`config.mk`:
```
export PLATFORM = sky130hd
export DESIGN_NAME = branch_control_flat
export DESIGN_NICKNAME = d
export VERILOG_FILES = /design/src/rtl/branch_pkg.sv /design/src/rtl/branch_control_if.sv /design/src/rtl/branch_condition.sv /design/src/rtl/branch_control.sv /design/src/flat_wrapper.sv
export SDC_FILE = /design/constraint.sdc
export NUM_CORES = 1
export LEC_CHECK = 0
export BUFFER_PORTS_ARGS = -buffer_cell sky130_fd_sc_hd__buf_2
export CORE_UTILIZATION = 53
export DETAILED_ROUTE_END_ITERATION = 12
export PLACE_DENSITY = 0.89
export SYNTH_ARGS = -nofsm -noshare
export SYNTH_HDL_FRONTEND = slang
export SYNTH_SLANG_ARGS = --single-unit
```
`constraint.sdc`:
```
create_clock -name clock -period 2.2 [get_ports clock]
set_input_delay 0.11 -clock clock [delete_from_list [all_inputs] [get_ports clock]]
set_output_delay 0.11 -clock clock [all_outputs]
set_load 0.01 [all_outputs]
```
`src/rtl/branch_pkg.sv`:
```
// rtl/branch_pkg.sv - shared types and defaults for the branch controller
package branch_pkg;

  localparam int DEFAULT_PC_WIDTH    = 8;
  localparam int DEFAULT_COUNT_WIDTH = 8;

  // Condition codes as presented by the instruction decoder
  typedef enum logic [2:0] {
    NOP = 3'b000,
    JMP = 3'b001,
    BEQ = 3'b010,
    BNE = 3'b011,
    BGT = 3'b100,
    BGE = 3'b101,
    BLT = 3'b110,
    BLE = 3'b111
  } branch_op_t;

  // HOLD is the single stall cycle spent waiting for a flag rewrite to land
  typedef enum logic {
    IDLE = 1'b0,
    HOLD = 1'b1
  } state_t;

endpackage

```
`src/rtl/branch_control_if.sv`:
```
// rtl/branch_control_if.sv - decoder/fetch side signals of the branch controller
interface branch_control_if
  import branch_pkg::*;
#(
  parameter int PC_WIDTH    = DEFAULT_PC_WIDTH,
  parameter int COUNT_WIDTH = DEFAULT_COUNT_WIDTH
);

  logic                   flag_Z;
  logic                   flag_N;
  logic                   status_wr;
  logic                   pc_wr;
  logic                   branch_valid;
  branch_op_t             branch_op;
  logic [PC_WIDTH-1:0]    branch_target;
  logic [PC_WIDTH-1:0]    pc_out;
  logic                   branch_taken;
  logic                   branch_busy;
  logic [COUNT_WIDTH-1:0] taken_count;

  // Decoder / status register side
  modport master (
    output flag_Z, flag_N, status_wr, pc_wr, branch_valid, branch_op, branch_target,
    input  pc_out, branch_taken, branch_busy, taken_count
  );

  // Branch controller side
  modport slave (
    input  flag_Z, flag_N, status_wr, pc_wr, branch_valid, branch_op, branch_target,
    output pc_out, branch_taken, branch_busy, taken_count
  );

endinterface

```
`src/rtl/branch_condition.sv`:
```
// rtl/branch_condition.sv - combinational condition evaluation from Z/N flags
module branch_condition
  import branch_pkg::*;
(
  input  branch_op_t op,
  input  logic       flag_z,
  input  logic       flag_n,
  output logic       taken
);

  // Decode the condition code against the current flags
  always_comb begin
    taken = 1'b0;
    case (op)
      NOP:     taken = 1'b0;
      JMP:     taken = 1'b1;
      BEQ:     taken = flag_z;
      BNE:     taken = !flag_z;
      BGT:     taken = !flag_z && !flag_n;
      BGE:     taken = !flag_n;
      BLT:     taken = flag_n;
      BLE:     taken = flag_z || flag_n;
      default: taken = 1'b0;
    endcase
  end

endmodule

```
`src/rtl/branch_control.sv`:
```
// rtl/branch_control.sv - program counter with flag-hazard-aware branch resolution
module branch_control
  import branch_pkg::*;
#(
  parameter int PC_WIDTH    = DEFAULT_PC_WIDTH,
  parameter int COUNT_WIDTH = DEFAULT_COUNT_WIDTH
) (
  input  logic              clock,
  input  logic              branch_reset,
  branch_control_if.slave   bus
);

  state_t                 state_q, state_d;
  branch_op_t             op_q, op_d;
  logic [PC_WIDTH-1:0]    target_q, target_d;
  logic [PC_WIDTH-1:0]    pc_q, pc_d;
  logic                   taken_q, taken_d;
  logic [COUNT_WIDTH-1:0] count_q, count_d;

  branch_op_t          resolve_op;
  logic [PC_WIDTH-1:0] resolve_target;
  logic                resolve;
  logic                cond_taken;

  // In HOLD the latched branch is resolved; otherwise the one on the bus
  assign resolve_op     = (state_q == HOLD) ? op_q     : bus.branch_op;
  assign resolve_target = (state_q == HOLD) ? target_q : bus.branch_target;

  branch_condition u_cond (
    .op     (resolve_op),
    .flag_z (bus.flag_Z),
    .flag_n (bus.flag_N),
    .taken  (cond_taken)
  );

  // Next-state, PC and counter update
  always_comb begin
    state_d  = state_q;
    op_d     = op_q;
    target_d = target_q;
    pc_d     = pc_q;
    taken_d  = 1'b0;
    count_d  = count_q;
    resolve  = 1'b0;

    case (state_q)
      IDLE: begin
        if (bus.branch_valid) begin
          if (bus.status_wr) begin
            // Flags are changing under us: park the branch for one cycle
            op_d     = bus.branch_op;
            target_d = bus.branch_target;
            state_d  = HOLD;
          end else begin
            resolve = 1'b1;
          end
        end else if (bus.pc_wr) begin
          pc_d = pc_q + 1'b1;
        end
      end
      HOLD: begin
        resolve = 1'b1;
        state_d = IDLE;
      end
      default: state_d = IDLE;
    endcase

    if (resolve) begin
      if (cond_taken) begin
        pc_d    = resolve_target;
        taken_d = 1'b1;
        if (count_q != '1) count_d = count_q + 1'b1;
      end else begin
        pc_d = pc_q + 1'b1;
      end
    end
  end

  // State and datapath registers
  always_ff @(posedge clock or posedge branch_reset) begin
    if (branch_reset) begin
      state_q  <= IDLE;
      op_q     <= NOP;
      target_q <= '0;
      pc_q     <= '0;
      taken_q  <= 1'b0;
      count_q  <= '0;
    end else begin
      state_q  <= state_d;
      op_q     <= op_d;
      target_q <= target_d;
      pc_q     <= pc_d;
      taken_q  <= taken_d;
      count_q  <= count_d;
    end
  end

  assign bus.pc_out       = pc_q;
  assign bus.branch_taken = taken_q;
  assign bus.branch_busy  = (state_q == HOLD);
  assign bus.taken_count  = count_q;

endmodule

```
`src/flat_wrapper.sv`:
```
// flat-port wrapper written by rule: the top's interface ports become plain ports
module branch_control_flat import branch_pkg::*;
#(
  parameter int PC_WIDTH    = DEFAULT_PC_WIDTH,
  parameter int COUNT_WIDTH = DEFAULT_COUNT_WIDTH
)
  (clock, branch_reset, bus_flag_Z, bus_flag_N, bus_status_wr, bus_pc_wr, bus_branch_valid, bus_branch_op, bus_branch_target, bus_pc_out, bus_branch_taken, bus_branch_busy, bus_taken_count);
  branch_control_if #(.PC_WIDTH(PC_WIDTH), .COUNT_WIDTH(COUNT_WIDTH)) bus_i ();
  input  logic clock;
  input  logic branch_reset;
  input wire logic [$bits(bus_i.flag_Z)-1:0] bus_flag_Z;
  input wire logic [$bits(bus_i.flag_N)-1:0] bus_flag_N;
  input wire logic [$bits(bus_i.status_wr)-1:0] bus_status_wr;
  input wire logic [$bits(bus_i.pc_wr)-1:0] bus_pc_wr;
  input wire logic [$bits(bus_i.branch_valid)-1:0] bus_branch_valid;
  input wire logic [$bits(bus_i.branch_op)-1:0] bus_branch_op;
  input wire logic [$bits(bus_i.branch_target)-1:0] bus_branch_target;
  output wire logic [$bits(bus_i.pc_out)-1:0] bus_pc_out;
  output wire logic [$bits(bus_i.branch_taken)-1:0] bus_branch_taken;
  output wire logic [$bits(bus_i.branch_busy)-1:0] bus_branch_busy;
  output wire logic [$bits(bus_i.taken_count)-1:0] bus_taken_count;
  assign bus_i.flag_Z = bus_flag_Z;
  assign bus_i.flag_N = bus_flag_N;
  assign bus_i.status_wr = bus_status_wr;
  assign bus_i.pc_wr = bus_pc_wr;
  assign bus_i.branch_valid = bus_branch_valid;
  assign bus_i.branch_op = bus_branch_op;
  assign bus_i.branch_target = bus_branch_target;
  assign bus_pc_out = bus_i.pc_out;
  assign bus_branch_taken = bus_i.branch_taken;
  assign bus_branch_busy = bus_i.branch_busy;
  assign bus_taken_count = bus_i.taken_count;
  branch_control #(.PC_WIDTH(PC_WIDTH), .COUNT_WIDTH(COUNT_WIDTH)) u_core (.clock(clock), .branch_reset(branch_reset), .bus(bus_i));
endmodule
```
==> results.cfg <==
[grt]
grt_use_met3_pct = 9.302
gr-usage-met2_pct = 38.90
grt_pass1_vias = 1241
grt_start_max_net_pins = 30
grt_first_pass_wirelength_mm = 5.409
antenna_found_initial = 0
busiest_layer = met2
grt_overflow_total = 0
grt.met1_usage_pct = 25.54
gr-usage-all-layers_pct = 22.88

[sta]
drv_slew = 0
fin_crit_ps = 2089
final-setup-viol-count = 0
fmax_mhz = 478.8
worst_slew_pin_slew_ps = 652.5
fin_crit_sh_pct = 94.94
finalHoldViolations = 0
fin_worst_skew_ps = 4.365
relSlewSlack_pct = 56.21
fin_ws_ps = 111.4
whs_ps = 31.07

[floorplanning]
std_cell_rows = 19
start_util_pct = 55.54
coreArea_mm2 = 0.002758
dieArea_mm2 = 0.003109
fp.dieW_um = 55.76
die_h_um = 55.76
ioPinCount = 36

[synthesis]
synthCells = 136
synthSimpleGateAreaFrac_pct = 14.46
ys.flop_type = dfrtp_1
synth_top_family_by_area = multiplexers
synth_xor_area_share_pct = 2.859
ys_types = 33
synth.cell_area_mm2 = 0.001531
syn_area_per_cell_um2 = 11.26
ys_warn_count = 0
synth_edf_count = 0
synth_nets = 156
synth_compound_area_share_pct = 10.05
yosys_register_bits = 29
muxShareOfSynthArea_pct = 19.20
ys_seq_area_share_pct = 47.39
async_flop_share_pct = 100.0
synth_fa_ha_area_share_pct = 1.634

[drt]
routed_wl_mm = 3.203
post_drt_via_cell_ratio = 5.818
drc = 0
drtIter0Drc = 41
ant_nets = 0
num_vias = 1245
firstDrtPassIters = 4
wl_per_cell_um = 14.97

[placement]
place_area_mm2 = 0.001760
dp_worst_setup_slack_ps = -5.575
io_buffers = 35
dp_hpwl_mm = 2.356
dp_cells = 205
gp_congestion = 0.8155

[hold_path]
hold_path_class = in -> reg
hold_path.startpoint = bus_branch_target[7]

[setup_path]
critPathRequiredTime_ps = 2430
end_kind = register
r2r-start = u_core.bus.branch_busy
crit_fanout = 10
startpoint_type = register
cp-startpoint = u_core.bus.branch_busy
worstPathArrival_ps = 2320
critPathKind = reg -> reg

[clocking]
cts_num_sinks = 29
cts_buffers = 5
insertion_delay_ps = 320
clk_pin_slew_ps = 80
clk_path_buf_depth = 2
cts_tree = built
cts_root_buf = clkbuf_4
htreeDepth = 2
post-cts-setup-buffer-count = 0

[power_and_ir_drop]
ir_worst_vdd_uv = 917.2
pwr_density_cell_mw_per_mm2 = 974.4
leakagePower_nw = 0.8842

[final_layout]
fin_cells = 214
nets = 203
multi_input_area_um2 = 757.0
regArea_um2 = 726.9
finalInstanceArea_mm2 = 0.001846
antenna_cells = 0
area_growth_pct = 20.51
fin_util_pct = 66.92
drive_gt1_share_pct = 38.80
n_fill_cell = 221

[status]
status = finished, final reports clean

[flow_run]
drv_cap = 0
registers in the layout, summed over array words and instances, names as in the netlist:
signal	cells
u_core.bus.pc_out	8
u_core.bus.taken_count	8
u_core.target_q	8
u_core.bus.branch_busy	1
u_core.op_q	3
u_core.bus.branch_taken	1
final cells by class:
cell class                 count  share of cell area, %
timing repair buffer          44                  13.29
sequential                    29                  39.39
inverter                       6                  1.220
tap                           31                  2.102
multi-input combinational     97                  41.02
clock buffer                   7                  2.983
timing repair:
action,in CTS,in global routing
hold endpoints to repair,29,0
pin swaps,0,1
hold buffers,1,0
cloned,0,1
gates resized for setup,2,1
endpoints found under the setup margin,2,5
path summary, 6_finish.rpt:
| check | to | slack, ps | cells after the start |
|---|---|---|---|
| setup / recovery | u_core.bus.taken_count[7] | 110 | 7 |
| hold / removal | u_core.target_q[7] | 30 | 2 |
| setup reg to reg | u_core.bus.taken_count[7] | 110 | 7 |
| hold reg to reg | u_core.target_q[4] | 510 | 1 |
| max in group asynchronous | u_core.bus.branch_busy | 1510 | 4 |
| min in group asynchronous | u_core.bus.taken_count[6] | 390 | 4 |
through the flow:
stage	setup TNS (ps)	total power, mW
after CTS	0	1.807
final	0	1.798
after detailed placement	-5.575	1.479
after global placement	0	1.438
after floorplan	0	1.233
after global routing	-1.106	1.930
logic make-up after synthesis:
family,after synthesis
xor gates and xnor gates,5
buffers and inverters,11
and+or+nand+nor,40
AOI/OAI and AO/OA,22
DFF,29
adders and majority gates,2
muxes,27
cells in the mapped netlist (2+ instances only):
cell	n	area [um2]
o21ai_0	3	15.01
a21oi_1	5	25.02
ha_1	2	25.02
nand3_1	6	30.03
nor3_1	4	20.02
xnor2_1	3	26.28
mux2_2	15	168.9
o21ai_1	2	10.01
a211oi_1	4	30.03
inv_1	6	22.52
and3_1	8	50.05
a211o_1	2	17.52
mux2i_1	11	110.1
buf_6	3	33.78
nand2_1	7	26.28
xor2_1	2	17.52
and4_1	2	17.52
nand4_1	2	12.51
dfrtp_1	29	725.7
a41oi_1	3	26.28
nor2_1	5	18.77
metal layers:
metal / vias to the layer above / share of wire (%)
met5: - / 0
met2: 39 / 51
met3: 6 / 6.8
met1: 607 / 41
met4: 0 / 1.4
li1: 593 / -
critical path: stages (launching register included):
cell and delay [ps]:
dfrtp_2 470, mux2_4 340, a211oi_1 320, nor3b_2 130
a21oi_4 210, buf_4 190, nand4_1 130, mux2i_1 210
where the power goes:
part	internal [mW]	leakage [nW]	switching, mW	total, mW
Combinational	0.313	0.509	0.318	0.631
Clock	0.151	0.0314	0.170	0.321
Sequential	0.688	0.343	0.158	0.846
Total	1.15	0.884	0.647	1.80
cell usage in the layout, fill, tap and decap left out, drive strengths merged, types with 3 or more instances in the layout:
master | netlist | routed
dfrtp | 29 | 29
nor3 | 4 | 4
a21oi | 6 | 7
and3 | 8 | 8
nand2 | 7 | 7
xnor2 | 3 | 3
nor2 | 5 | 5
a41oi | 3 | 3
nand3 | 6 | 6
inv | 6 | 6
mux2 | 16 | 16
a211oi | 4 | 4
buf | 4 | 43
o21ai | 5 | 5
mux2i | 11 | 11
clkbuf | 1 | 7
Note: power is estimated with default switching activity, not from simulation.
